## src/rtl/serial_rx8.sv

```systemverilog
// Serial byte receiver: one start bit, eight data bits and one stop bit, one bit per clock.
// Emits a single-cycle valid or frame_err pulse when each frame ends.
module serial_rx8 #(
  parameter int LSB_FIRST = 1
) (
  input  logic       clk,
  input  logic       reset,
  input  logic       sin,
  output logic [7:0] dout,
  output logic       valid,
  output logic       frame_err,
  output logic       busy
);

  localparam logic [1:0] IDLE  = 2'd0;
  localparam logic [1:0] SHIFT = 2'd1;
  localparam logic [1:0] STOP  = 2'd2;

  logic [1:0] state;
  logic [2:0] count;
  logic [7:0] shreg;
  logic [7:0] shreg_next;

  // The first data bit ends up in bit 0 when LSB-first, otherwise in bit 7.
  always_comb begin
    shreg_next = shreg;
    if (LSB_FIRST != 0)
      shreg_next = {sin, shreg[7:1]};
    else
      shreg_next = {shreg[6:0], sin};
  end

  always_ff @(posedge clk) begin
    if (reset) begin
      state     <= IDLE;
      count     <= 3'd0;
      shreg     <= 8'h00;
      dout      <= 8'h00;
      valid     <= 1'b0;
      frame_err <= 1'b0;
    end else begin
      valid     <= 1'b0;
      frame_err <= 1'b0;
      case (state)
        IDLE: begin
          if (!sin) begin
            state <= SHIFT;
            count <= 3'd0;
          end
        end
        SHIFT: begin
          shreg <= shreg_next;
          count <= count + 3'd1;
          if (count == 3'd7)
            state <= STOP;
        end
        STOP: begin
          // A low stop bit returns to IDLE directly, so it is never read as a new start bit.
          if (sin) begin
            dout  <= shreg;
            valid <= 1'b1;
          end else begin
            frame_err <= 1'b1;
          end
          state <= IDLE;
        end
        default: begin
          state <= IDLE;
          count <= 3'd0;
        end
      endcase
    end
  end

  assign busy = (state == SHIFT) || (state == STOP);

endmodule

```

## config.mk

```make
export PLATFORM = sky130hd
export DESIGN_NAME = serial_rx8
export DESIGN_NICKNAME = d
export VERILOG_FILES = /design/src/rtl/serial_rx8.sv
export SDC_FILE = /design/constraint.sdc
export NUM_CORES = 1
export LEC_CHECK = 0
export CORE_MARGIN = 4
export CORE_UTILIZATION = 46
export CTS_CLUSTER_DIAMETER = 200
export DETAILED_ROUTE_END_ITERATION = 6
export GPL_ROUTABILITY_DRIVEN = 1
export GPL_TIMING_DRIVEN = 0
export PLACE_DENSITY = 0.68
export SYNTH_ARGS = -nofsm -noshare
export SYNTH_HDL_FRONTEND = slang
export SYNTH_SLANG_ARGS = --single-unit
export TNS_END_PERCENT = 20
```

## constraint.sdc

```tcl
create_clock -name clk -period 1.25 [get_ports clk]
set_input_delay 0.125 -clock clk [delete_from_list [all_inputs] [get_ports clk]]
set_output_delay 0.125 -clock clk [all_outputs]
set_load 0.01 [all_outputs]
```

# Word level (Yosys, flattened, before mapping)
# Index checks and enable logic that the tools add are counted.
word_totals:
  output_inout_bits: 11
  wordCells: 26
  reg_bits: 23
  input_bits: 3
op_classes:
  n_bitwise: 1
  reduce_logical: 6
  muxes: 7
  n_eq_ne: 5
  addsub: 1
op_table:
  columns: ["op", "count"]
  rows:
  - ["$pmux W3 S3", 1]
  - ["$reduce_and A2 Y1", 3]
  - ["$mux W2", 2]
  - ["$ne A2 B2 Y1 const B", 2]
  - ["$pmux W2 S2", 1]
  - ["$add A3 B1 Y3 const B", 1]
  - ["$eq A3 B3 Y1 const B", 1]
  - ["$mux W3", 1]
  - ["$eq A2 B1 Y1 const B", 1]
  - ["$eq A2 B2 Y1 const B", 1]
  - ["$logic_not A2 Y1", 1]
  - ["$mux W1", 2]
  - ["$reduce_or A2 Y1", 1]
  - ["$logic_or A1 B1 Y1", 1]
  - ["$not A1 Y1", 1]

# Depth between registers and ports, before layout
# Gate-level depths: netlist of run 1.
depth:
  depth_word: 3
  depth_mapped: 6

# Least setup slack after synthesis of run 1
# OpenSTA, ideal clock, no wires.
synth_path:
  kind: "reg2reg"
  from: "register state[0]"
  to: "register state[0]"
  period_less_slack_ps: 1184
  arrival_time_ps: 1112
  required_time_ps: 1178
  setup_ps: 72
  n_path_buf: 0
  setup_slack_ps: 66
  stages_incl_launch_ff: 5
  cell_sequence: "dfxtp_1 > inv_1 > ha_1 > a22oi_1 > mux2i_1"
synth_between:
  elab_chain_len: 3
  word_cells_on_any_way: 6
  classes_between: "eq/ne: 3; mux: 1; reduce/logical: 2"
synth_lines:
  columns: ["item", "line_no", "rtl"]
  rows:
  - ["from (decl)", "19", "logic [1:0] state;"]
  - ["from (signal assigned)", "35", "state <= IDLE;"]
  - ["from (signal assigned)", "47", "state <= SHIFT;"]
  - ["from (signal assigned)", "55", "state <= STOP;"]
  - ["$eq A2 B1 Y1 / $logic_not A2 Y1 (equally long branches)", "44", "case (state)"]
  - ["$ne A2 B2 Y1 (no line)", null, null]
  - ["$reduce_and A2 Y1 (no line)", null, null]
# Several ways; a longest one is shown, not always the timed one.
# A chain may end at the register's enable or synchronous reset.

# Worst setup path after layout of run 1
layout_path:
  from: "register state[1]"
  to: "output busy"
layout_between:
  elab_chain_len: 2
  word_cells_on_any_way: 3
  classes_between: "eq/ne: 2; reduce/logical: 1"
layout_lines:
  columns: ["item", "line_no", "rtl"]
  rows:
  - ["$eq A2 B1 Y1 / $eq A2 B2 Y1 (equally long branches)", "75", "assign busy = (state == SHIFT) || (state == STOP);"]
  - ["$logic_or A1 B1 Y1 *", "75", null]
  - ["to (decl)", "12", "output logic busy"]
# Every way passes the cells marked *; elsewhere a longest branch is shown, timed or not.

==> results of run 1 <==
==> sequential cells by signal, indices dropped and copies added, names as in the netlist <==
| name | flops |
|---|---|
| valid | 1 |
| count | 3 |
| shreg | 8 |
| state | 2 |
| dout | 8 |
| frame_err | 1 |
==> path summary, 6_finish.rpt <==
kind | cells past startpoint | startpoint | end | slack (ps)
setup / recovery | 3 | state[1] | busy | 20
hold / removal | 2 | dout[2] | dout[2] | 460
setup reg to reg | 6 | state[1] | dout[5] | 70
hold reg to reg | 2 | dout[2] | dout[2] | 460
==> where the power goes <==
| group | leakage [uW] | internal [uW] | switching (uW) |
|---|---|---|---|
| Combinational | 0.000293 | 331 | 356 |
| Clock | 0.0000177 | 119 | 215 |
| Sequential | 0.000187 | 788 | 31.9 |
| Total | 0.000498 | 1240 | 603 |
==> worst max-delay path, stage by stage (launching register included) <==
cell and delay (ps):
dfxtp_2 360, inv_2 70, ha_4 260, buf_2 120
==> kinds of logic (layout without fill, tap and decap cells) <==
logic type	after synthesis	in the layout	synth area share, %
AND/OR/NAND/NOR	37	37	18.19
multiplexers	10	10	10.62
adder cells (fa/ha/maj)	7	7	9.296
buffers and inverters	8	27	5.046
AO/OA/AOI/OAI	14	14	7.969
flip-flops	23	23	48.87
==> routing by layer <==
metal / wire length, microns / vias to the layer above / share of wire (%) / GRT usage [%]
met5: 0 / - / 0 / 0
met4: 0 / 0 / 0 / 3.830
met3: 55 / 0 / 3.0 / 1.690
met2: 956 / 10 / 52 / 26.94
met1: 826 / 321 / 45 / 18.87
li1: - / 371 / - / -
==> per-stage QoR <==
step	power [uW]	instances	area (sq um)	setup TNS (ps)
after global placement	1333	139	1106	-749.7
after global routing	1958	145	1215	-48.87
final	1840	145	1215	0
after detailed placement	1347	139	1106	-1142
after CTS	1763	145	1162	-1.649
after floorplan	1208	99	942.2	0
==> cells in the final DEF (no fill, tap or decap), types with 2 or more instances in the layout <==
master | netlist | final
dfxtp_1 | 23 | 19
nand2_1 | 11 | 11
nand3_1 | 10 | 10
mux2i_1 | 10 | 10
dlygate4sd2_1 | 0 | 10
a21oi_1 | 12 | 9
nor2_1 | 9 | 9
nand2b_1 | 4 | 4
ha_1 | 7 | 4
dfxtp_2 | 0 | 4
buf_4 | 2 | 3
buf_2 | 2 | 3
a21oi_2 | 0 | 3
ha_4 | 0 | 3
clkbuf_4 | 0 | 3
inv_2 | 0 | 2
buf_8 | 0 | 2
clkdlybuf4s50_1 | 0 | 2
==> layout make-up <==
type / instances / area [sq um] / share of cell area, %
Inverter: 3 / 11.26 / 0.9269
Multi-Input combinational cell: 68 / 501.7 / 41.30
Clock inverter: 1 / 5.005 / 0.4119
Sequential cell: 23 / 465.4 / 38.31
Timing Repair Buffer: 15 / 127.6 / 10.50
Buffer: 5 / 47.55 / 3.913
Clock buffer: 3 / 22.52 / 1.854
Tap cell: 27 / 33.78 / 2.781
==> what timing repair did <==
item | 4_1_cts | 5_1_grt
pin swaps | 0 | 1
resized for setup | 23 | 11
buffers inserted | 2 | 0
endpoints found under the setup margin | 26 | 19
==> results by group, run 1 <==
GRT
  – Vias in the first global route: 726
  – Antenna violations before repair: 0
  – First-pass GRT wire length: 3174 microns
  – Total track usage: 15.07%
  – Global route overflow: 0
  – Largest net degree at the start of global routing: 14

Setup path
  – Worst Setup Path Type: reg -> out
  – CP startpoint kind: register
  – CP required: 1120 ps
  – Crit-path max FO: 4
  – Critical Path End Type: output port
  – CP arrival: 1100 ps

Logic synthesis
  – Most instantiated library cell after synthesis: dfxtp_1
  – Most frequent cells after synthesis: 23 x dfxtp_1, 12 x a21oi_1, 11 x nand2_1, 10 x mux2i_1, 10 x nand3_1
  – Yosys reg bits: 23
  – Synthesized area: 942.2 sq um
  – Yosys top cell area share: 48.87%
  – Post-synthesis sequential area ratio: 48.87%
  – Synth top area cells: dfxtp_1 49%, mux2i_1 11%, ha_1 9.3%
  – Ys flop type: dfxtp_1
  – Synth area leader: dfxtp_1
  – Post-synth EDFFs: 0
  – Post-Syn Instances: 99
  – YS warnings: 0
  – Post-synthesis cell type count: 17
  – Post-Syn Nets: 109
  – Mean post-synth cell area: 9.517 sq um
  – FFs w/ async S/R, synth: 0%

Clocking
  – Worst-case clock buffer depth: 2
  – Insertion delay to the later sink of the worst-skew pair: 300 ps
  – Clock transition at path regs: 120 ps
  – Hold-fix buffers at CTS: 0
  – CTS Root Cell: clkbuf_4
  – H-tree levels: 1
  – TritonCTS clock tree: built
  – Num CTS Buffers: 3
  – TritonCTS Sinks: 23

Layout
  – Antenna cell count: 0
  – Share of cells above drive strength 1: 22.03%
  – Filler Cells Inserted: 194
  – Synth-to-Final Area Change: 28.95%
  – Fin util: 61.93%
  – Post-layout nets: 129

Timing
  – Maximum clock rate: 0.8130 GHz
  – Worst rel slew slack: 74.84%
  – PnR worst setup slack: 20.02 ps
  – Final setup skew: 1.656 ps
  – Worst Tran Pin Value: 376.2 ps
  – Final hold viol count: 0
  – Final setup fails: 0
  – RSZ-0062 raised after global routing: yes
  – WHS: 459.7 ps
  – Minimum clock period: 1230 ps
  – Period utilisation layout: 98.40%
  – Fin. max-slew vios: 0

Job
  – Max-cap violations: 0

Route
  – Routed vias: 702
  – Routed Antenna Nets: 0
  – Number of DRC markers in iteration 0: 12
  – Routed WL: 1838 microns
  – WL per Instance: 12.68 microns
  – First-pass DRT Iterations: 4
  – DRC Markers: 0
  – Via/cell ratio: 4.841

Placement
  – PortBufs: 13
  – DP Wirelength: 1214 microns
  – Worst slack at placement: -159.0 ps
  – Placer Congestion: 0.7270

Status
  – Status: finished clean

Power and ir drop
  – Power Density: 1515 nW/um^2
  – Pleak: 0.0004979 uW
  – Peak supply drop: 1.080 mV

Floorplan
  – Die width: 53.26 microns
  – Top-Level Pins: 14
  – Die Span Y: 53.26 microns
  – Cell Rows: 16
  – Starting Density: 48.02%
  – Die footprint: 2836 sq um
  – Core area: 1962 sq um

Hold path
  – Hold Crit Class: reg -> reg
No activity file was read; power rests on OpenSTA's default activity.
==> run 2: changes to the inputs <==
--- a/config.mk
+++ b/config.mk
@@ -6,12 +6,12 @@
 export NUM_CORES = 1
 export LEC_CHECK = 0
 export CORE_MARGIN = 4
-export CORE_UTILIZATION = 46
+export CORE_UTILIZATION = 55
 export CTS_CLUSTER_DIAMETER = 200
 export DETAILED_ROUTE_END_ITERATION = 6
 export GPL_ROUTABILITY_DRIVEN = 1
 export GPL_TIMING_DRIVEN = 0
-export PLACE_DENSITY = 0.68
+export PLACE_DENSITY = 0.77
 export SYNTH_ARGS = -nofsm -noshare
 export SYNTH_HDL_FRONTEND = slang
 export SYNTH_SLANG_ARGS = --single-unit
==> constraint.sdc (replaced) <==
create_clock -name clk -period 1.48 [get_ports clk]
set_input_delay 0.148 -clock clk [delete_from_list [all_inputs] [get_ports clk]]
set_output_delay 0.148 -clock clk [all_outputs]
set_load 0.01 [all_outputs]
==> run 2 against run 1 <==
Global-route usage up 1.3 points. Combinational power down 36%. Clock power down 16%. Final area down 7.0%. Die area down 14%. Register-to-register slack better by 100 ps. Largest power group unchanged.
==> results by group, run 2 (same netlist as run 1, synthesis figures left out) <==
Layout
  – Share of cells above drive strength 1: 11.11% (-11 points)
  – Biggest regs: dout x8, shreg x8, count x3
  – Antenna cell count: 0 (unchanged)
  – Commonest non-fill, non-tap cell in the layout: dfxtp_1
  – Filler Cells Inserted: 122 (-37%)
  – Most frequent cells in the layout: 21 x dfxtp_1, 12 x a21oi_1, 12 x clkdlybuf4s50_1
  – Area of the multi-input gates: 434.2 sq um (-13%)
  – Seq. cell area: 462.9 sq um (-0.54%)
  – Synth-to-Final Area Change: 19.92%
  – Post-layout nets: 128 (-0.78%)

Floorplan
  – Starting Density: 60.43% (+12 points)
  – Core area: 1559 sq um (-21%)
  – Cell Rows: 14 (-2)
  – Top-Level Pins: 14 (unchanged)
  – Die footprint: 2439 sq um (-14%)
  – Die Span Y: 49.39 microns (-7.3%)
  – Die width: 49.39 microns (-7.3%)

Job
  – Max-cap violations: 0 (unchanged)

Placement
  – DP Wirelength: 1192 microns (-1.8%)
  – PortBufs: 13 (unchanged)
  – Placer Congestion: 0.7188 (-1.1%)

GRT
  – Total track usage: 16.40% (+1.3 points)
  – Global route overflow: 0 (unchanged)
  – First-pass GRT wire length: 3022 microns (-4.8%)
  – Antenna violations before repair: 0 (unchanged)
  – Largest net degree at the start of global routing: 14 (unchanged)
  – Vias in the first global route: 675 (-7.0%)

Timing
  – Fin. max-slew vios: 0 (unchanged)
  – Worst Tran Pin Value: 307.5 ps (-68.74 ps)
  – RSZ-0062 raised after global routing: no
  – Final setup skew: 2.040 ps (+0.3835 ps)
  – Minimum clock period: 1391 ps
  – Setup TNS: 0 ps (unchanged)
  – Period utilisation layout: 93.96%
  – Worst rel slew slack: 79.50% (+4.7 points)
  – Maximum clock rate: 0.7191 GHz
  – Final hold viol count: 0 (unchanged)
  – WHS: 462.5 ps (+2.829 ps)
  – Final setup fails: 0 (unchanged)

Power and ir drop
  – Power Density: 1246 nW/um^2 (-18%)
  – Peak supply drop: 0.6621 mV (-39%)
  – Pleak: 0.0004361 uW (-12%)

Route
  – DRC Markers: 0 (unchanged)
  – Routed vias: 713 (+1.6%)
  – First-pass DRT Iterations: 4 (unchanged)
  – WL per Instance: 12.57 microns (-0.82%)
  – Via/cell ratio: 5.361 (+11%)
  – Routed Antenna Nets: 0 (unchanged)
  – Number of DRC markers in iteration 0: 3 (-9)
  – Routed WL: 1672 microns (-9.0%)

Setup path
  – Crit-path max FO: 4 (unchanged)
  – Worst Setup Path Type: reg -> out
  – Worst R2R End: state[0]
  – Cell depth of the worst flop-to-flop path: 4 (-2)
  – FF-to-FF setup slack: 170 ps (+100 ps)
  – CP required: 1330 ps (+210 ps)
  – CP startpoint kind: register
  – Critical Path End Type: output port
  – R2r startpoint: state[0]
  – CP arrival: 1240 ps (+140 ps)

Clocking
  – H-tree levels: 1 (unchanged)
  – Clock transition at path regs: 120 ps (about the same)
  – CTS Root Cell: clkbuf_4
  – TritonCTS Sinks: 23 (unchanged)
  – Worst-case clock buffer depth: 2 (unchanged)
  – Insertion delay to the later sink of the worst-skew pair: 310 ps (about the same)
  – TritonCTS clock tree: built
  – Num CTS Buffers: 3 (unchanged)
  – Hold-fix buffers at CTS: 0 (unchanged)

Hold path
  – Hold Path End: dout[0]
  – Hold depth: 2 (unchanged)
  – Hold Crit Class: reg -> reg
  – HP Start: dout[0]

Status
  – Status: finished clean
==> run 2: per-stage QoR <==
step | total power, uW | cell area [sq um] | setup WS, ps | util (%) | std cells
finish | 1407 | 1130 | 89.35 | 72.47 | 133
global route | 1506 | 1130 | 9.340 | 72.47 | 133
global placement | 1119 | 1092 | 81.65 | 70.06 | 128
detailed placement | 1130 | 1092 | 50.14 | 70.06 | 128
CTS | 1419 | 1129 | 22.87 | 72.39 | 133
floorplan | 1020 | 942.2 | 295.9 | - | 99
==> run 2: routing by layer <==
| metal | track usage [%] | vias up | wire length [microns] | part of all wire (%) |
|---|---|---|---|---|
| met5 | 0 | - | 0 | 0 |
| met4 | 8.295 | 0 | 38 | 2.3 |
| met3 | 4.587 | 5 | 90 | 5.4 |
| met2 | 26.34 | 18 | 770 | 46 |
| met1 | 19.89 | 323 | 771 | 46 |
| li1 | - | 367 | - | - |
==> run 2: critical path, stage by stage (launching register included) <==
cell             delay (ps)
dfxtp_2                 360
inv_1                    80
ha_1                    280
clkdlybuf4s15_1         220
==> run 2: worst max path at each step <==
stage,start,to,slack [ps],cells past startpoint
floorplan,state[0],state[0],300,4
global placement,state[0],busy,80,3
detailed placement,state[0],busy,50,3
CTS,state[1],busy,20,3
global route,state[1],busy,9,3
finish,state[1],busy,90,3
==> run 2: final cells by class <==
type                            count  area share (%)
Inverter                            3          0.9967
Sequential cell                    23           40.97
Timing Repair Buffer               14           12.18
Multi-Input combinational cell     68           38.43
Clock inverter                      1          0.4430
Clock buffer                        3           1.993
Buffer                              5           3.212
Tap cell                           16           1.772
==> run 2: repair_timing <==
action                                 4_1_cts  5_1_grt
gates resized for setup                      3        1
cloned                                       0        0
endpoints found under the hold margin        0        0
setup endpoints to repair                    1        1
pin swaps                                    0        0
buffers inserted                             1        0
==> run 2: power by group <==
part	internal, uW	switching [uW]	leakage [uW]
clock	101	180	0.0000177
combinational	203	234	0.000232
sequential	663	25.7	0.000187
total	968	440	0.000436
==> run 3: changes to the inputs <==
--- a/config.mk
+++ b/config.mk
@@ -10,7 +10,7 @@
 export CTS_CLUSTER_DIAMETER = 200
 export DETAILED_ROUTE_END_ITERATION = 6
 export GPL_ROUTABILITY_DRIVEN = 1
-export GPL_TIMING_DRIVEN = 0
+export MAX_ROUTING_LAYER = met4
 export PLACE_DENSITY = 0.77
 export SYNTH_ARGS = -nofsm -noshare
 export SYNTH_HDL_FRONTEND = slang
==> run 3 against run 2 <==
Maximum frequency grew 3.1%. First-iteration DRC count grew to 3.7 times the previous value. Clock skew is essentially flat. Largest power group unchanged.
==> results by group, run 3 (same netlist as run 1, synthesis figures left out) <==
Status
  – Status: finished clean

Clocking
  – Insertion delay to the later sink of the worst-skew pair: 300 ps (about the same)
  – CTS Root Cell: clkbuf_4
  – Worst-case clock buffer depth: 2 (unchanged)
  – H-tree levels: 1 (unchanged)
  – TritonCTS Sinks: 23 (unchanged)
  – Num CTS Buffers: 3 (unchanged)
  – Clock transition at path regs: 120 ps (about the same)
  – TritonCTS clock tree: built

Timing
  – Final setup fails: 0 (unchanged)
  – Period utilisation layout: 91.15% (-2.8 points)
  – Fin. max-slew vios: 0 (unchanged)
  – Worst Tran Pin Value: 323.4 ps (+15.94 ps)
  – Worst rel slew slack: 78.44% (-1.1 points)
  – Final setup skew: 2.167 ps (+0.1277 ps)
  – RSZ-0062 raised after global routing: no
  – Minimum clock period: 1349 ps (-41.58 ps)
  – Final hold viol count: 0 (unchanged)
  – WHS: 460.2 ps (-2.299 ps)
  – Setup TNS: 0 ps (unchanged)
  – Maximum clock rate: 0.7413 GHz (+3.1%)

Setup path
  – Worst R2R End: state[0]
  – Crit-path max FO: 2 (-2)
  – Crit path cell chain: clkdlybuf4s50_1
  – Delay of the slowest critical-path stage: 540 ps (+180 ps)
  – CP arrival: 1200 ps (-40 ps)
  – WP buf/inv: 1 (-1)
  – CP required: 1330 ps (about the same)
  – Critical Path End Type: output port
  – FF-to-FF setup slack: 180 ps (about the same)
  – Worst Setup Path Type: reg -> out
  – Critical path's slowest cell: clkdlybuf4s50_1
  – CP startpoint kind: register
  – R2r startpoint: state[1]
  – Crit-path leading delay family: buffers and inverters
  – Cell depth of the worst flop-to-flop path: 4 (unchanged)

Route
  – Routed vias: 725 (+1.7%)
  – First-pass DRT Iterations: 5 (+1)
  – Number of DRC markers in iteration 0: 11 (+8)
  – DRC Markers: 0 (unchanged)
  – Routed WL: 1700 microns (+1.7%)
  – Via/cell ratio: 5.370 (+0.18%)
  – Routed Antenna Nets: 0 (unchanged)
  – WL per Instance: 12.59 microns (+0.17%)

Layout
  – Antenna cell count: 0 (unchanged)
  – Commonest non-fill, non-tap cell in the layout: dfxtp_1
  – Seq. cell area: 462.9 sq um (unchanged)
  – Filler Cells Inserted: 128 (+4.9%)
  – Fin util: 73.19% (+0.72 points)
  – Share of cells above drive strength 1: 13.45% (+2.3 points)
  – Area of the multi-input gates: 434.2 sq um (unchanged)
  – Most frequent cells in the layout: 21 x dfxtp_1, 12 x a21oi_1, 12 x clkdlybuf4s50_1
  – Biggest regs: dout x8, shreg x8, count x3
  – Synth-to-Final Area Change: 21.12%
  – Post-layout nets: 130 (+1.6%)

Floorplan
  – Cell Rows: 14 (unchanged)
  – Starting Density: 60.43% (unchanged)
  – Die footprint: 2439 sq um (unchanged)
  – Die Span Y: 49.39 microns (unchanged)
  – Die width: 49.39 microns (unchanged)
  – Core area: 1559 sq um (unchanged)
  – Top-Level Pins: 14 (unchanged)

Hold path
  – Hold depth: 2 (unchanged)
  – Hold Crit Class: reg -> reg
  – HP Start: dout[5]
  – Hold Path End: dout[5]

Power and ir drop
  – Power Density: 1243 nW/um^2 (-0.22%)
  – Sw Pwr: 448.5 uW (+2.0%)
  – Int Power: 969.6 uW (+0.21%)
  – Switching share of power: 31.62% (+0.38 points)
  – Pleak: 0.0004467 uW (+2.4%)
  – Clock network power share: 19.6% (-0.3 points)
  – Comb pwr share: 31.7% (+0.6 points)
  – Peak supply drop: 0.7906 mV (+19%)
  – Sequential Power Share: 48.8% (-0.2 points)

GRT
  – Antenna violations before repair: 0 (unchanged)
  – Vias in the first global route: 685 (+1.5%)
  – Largest net degree at the start of global routing: 14 (unchanged)
  – First-pass GRT wire length: 2953 microns (-2.3%)
  – Global route overflow: 0 (unchanged)
  – Total track usage: 15.53% (-0.87 points)

Placement
  – DP Wirelength: 1201 microns (+0.70%)
  – PortBufs: 13 (unchanged)
  – Placer Congestion: 0.7636 (+6.2%)

Job
  – Max-cap violations: 0 (unchanged)
[run 3: how the worst max path moves through the flow]
| stage | from | to | slack (ps) | cells after the start |
|---|---|---|---|---|
| after floorplan | state[0] | state[0] | 300 | 4 |
| after global routing | count[0] | state[0] | 50 | 5 |
| after detailed placement | state[0] | busy | 30 | 3 |
| final | dout[3] | dout[3] | 130 | 1 |
| after CTS | state[1] | busy | 20 | 3 |
| after global placement | state[0] | busy | 100 | 3 |
[run 3: layer usage]
layer	GRT usage, %	wire [microns]	share of wire [%]	vias up
met1	18.54	804	47	334
li1	-	-	-	371
met4	5.530	13	0.76	0
met5	-	0	0	-
met3	2.752	68	4.0	2
met2	26.12	813	48	18
[run 3: cell type report]
class / instances / area share (%)
Clock buffer: 3 / 1.974
Clock inverter: 1 / 0.4386
Inverter: 3 / 0.9868
Multi-Input combinational cell: 68 / 38.05
Sequential cell: 23 / 40.57
Tap cell: 16 / 1.754
Timing Repair Buffer: 21 / 16.23
[run 3: power by group through the flow]
stage	combinational (uW)	sequential (uW)	clock [uW]
CTS	453	690	288
floorplan	321	699	0
detailed placement	426	707	0
global route	489	700	322
finish	449	691	278
global placement	412	701	0
[run 3: worst reg2reg max path, cell delays in order (launching register included)]
cell	delay [ps]
dfxtp_2	360
inv_1	90
ha_1	220
a22oi_1	320
mux2i_1	240
[run 3: metrics by stage]
| stage | setup WS, ps | instance area [sq um] | cells | power, uW |
|---|---|---|---|---|
| 2_1_floorplan | 295.9 | 942.2 | 99 | 1020 |
| 3_3_place_gp | 96.54 | 1101 | 129 | 1113 |
| 3_5_place_dp | 33.57 | 1101 | 129 | 1133 |
| 4_1_cts | 24.27 | 1145 | 135 | 1431 |
| 5_1_grt | 49.81 | 1141 | 135 | 1510 |
| 6_report | 130.9 | 1141 | 135 | 1418 |
[run 3: timing repair]
action                     CTS  global route
setup buffers                2             0
pin swaps                    0             0
setup endpoints to repair    1             1
cloned                       0             0
resized for setup            3             2
hold buffers                 0             0
hold endpoints to repair     0             0
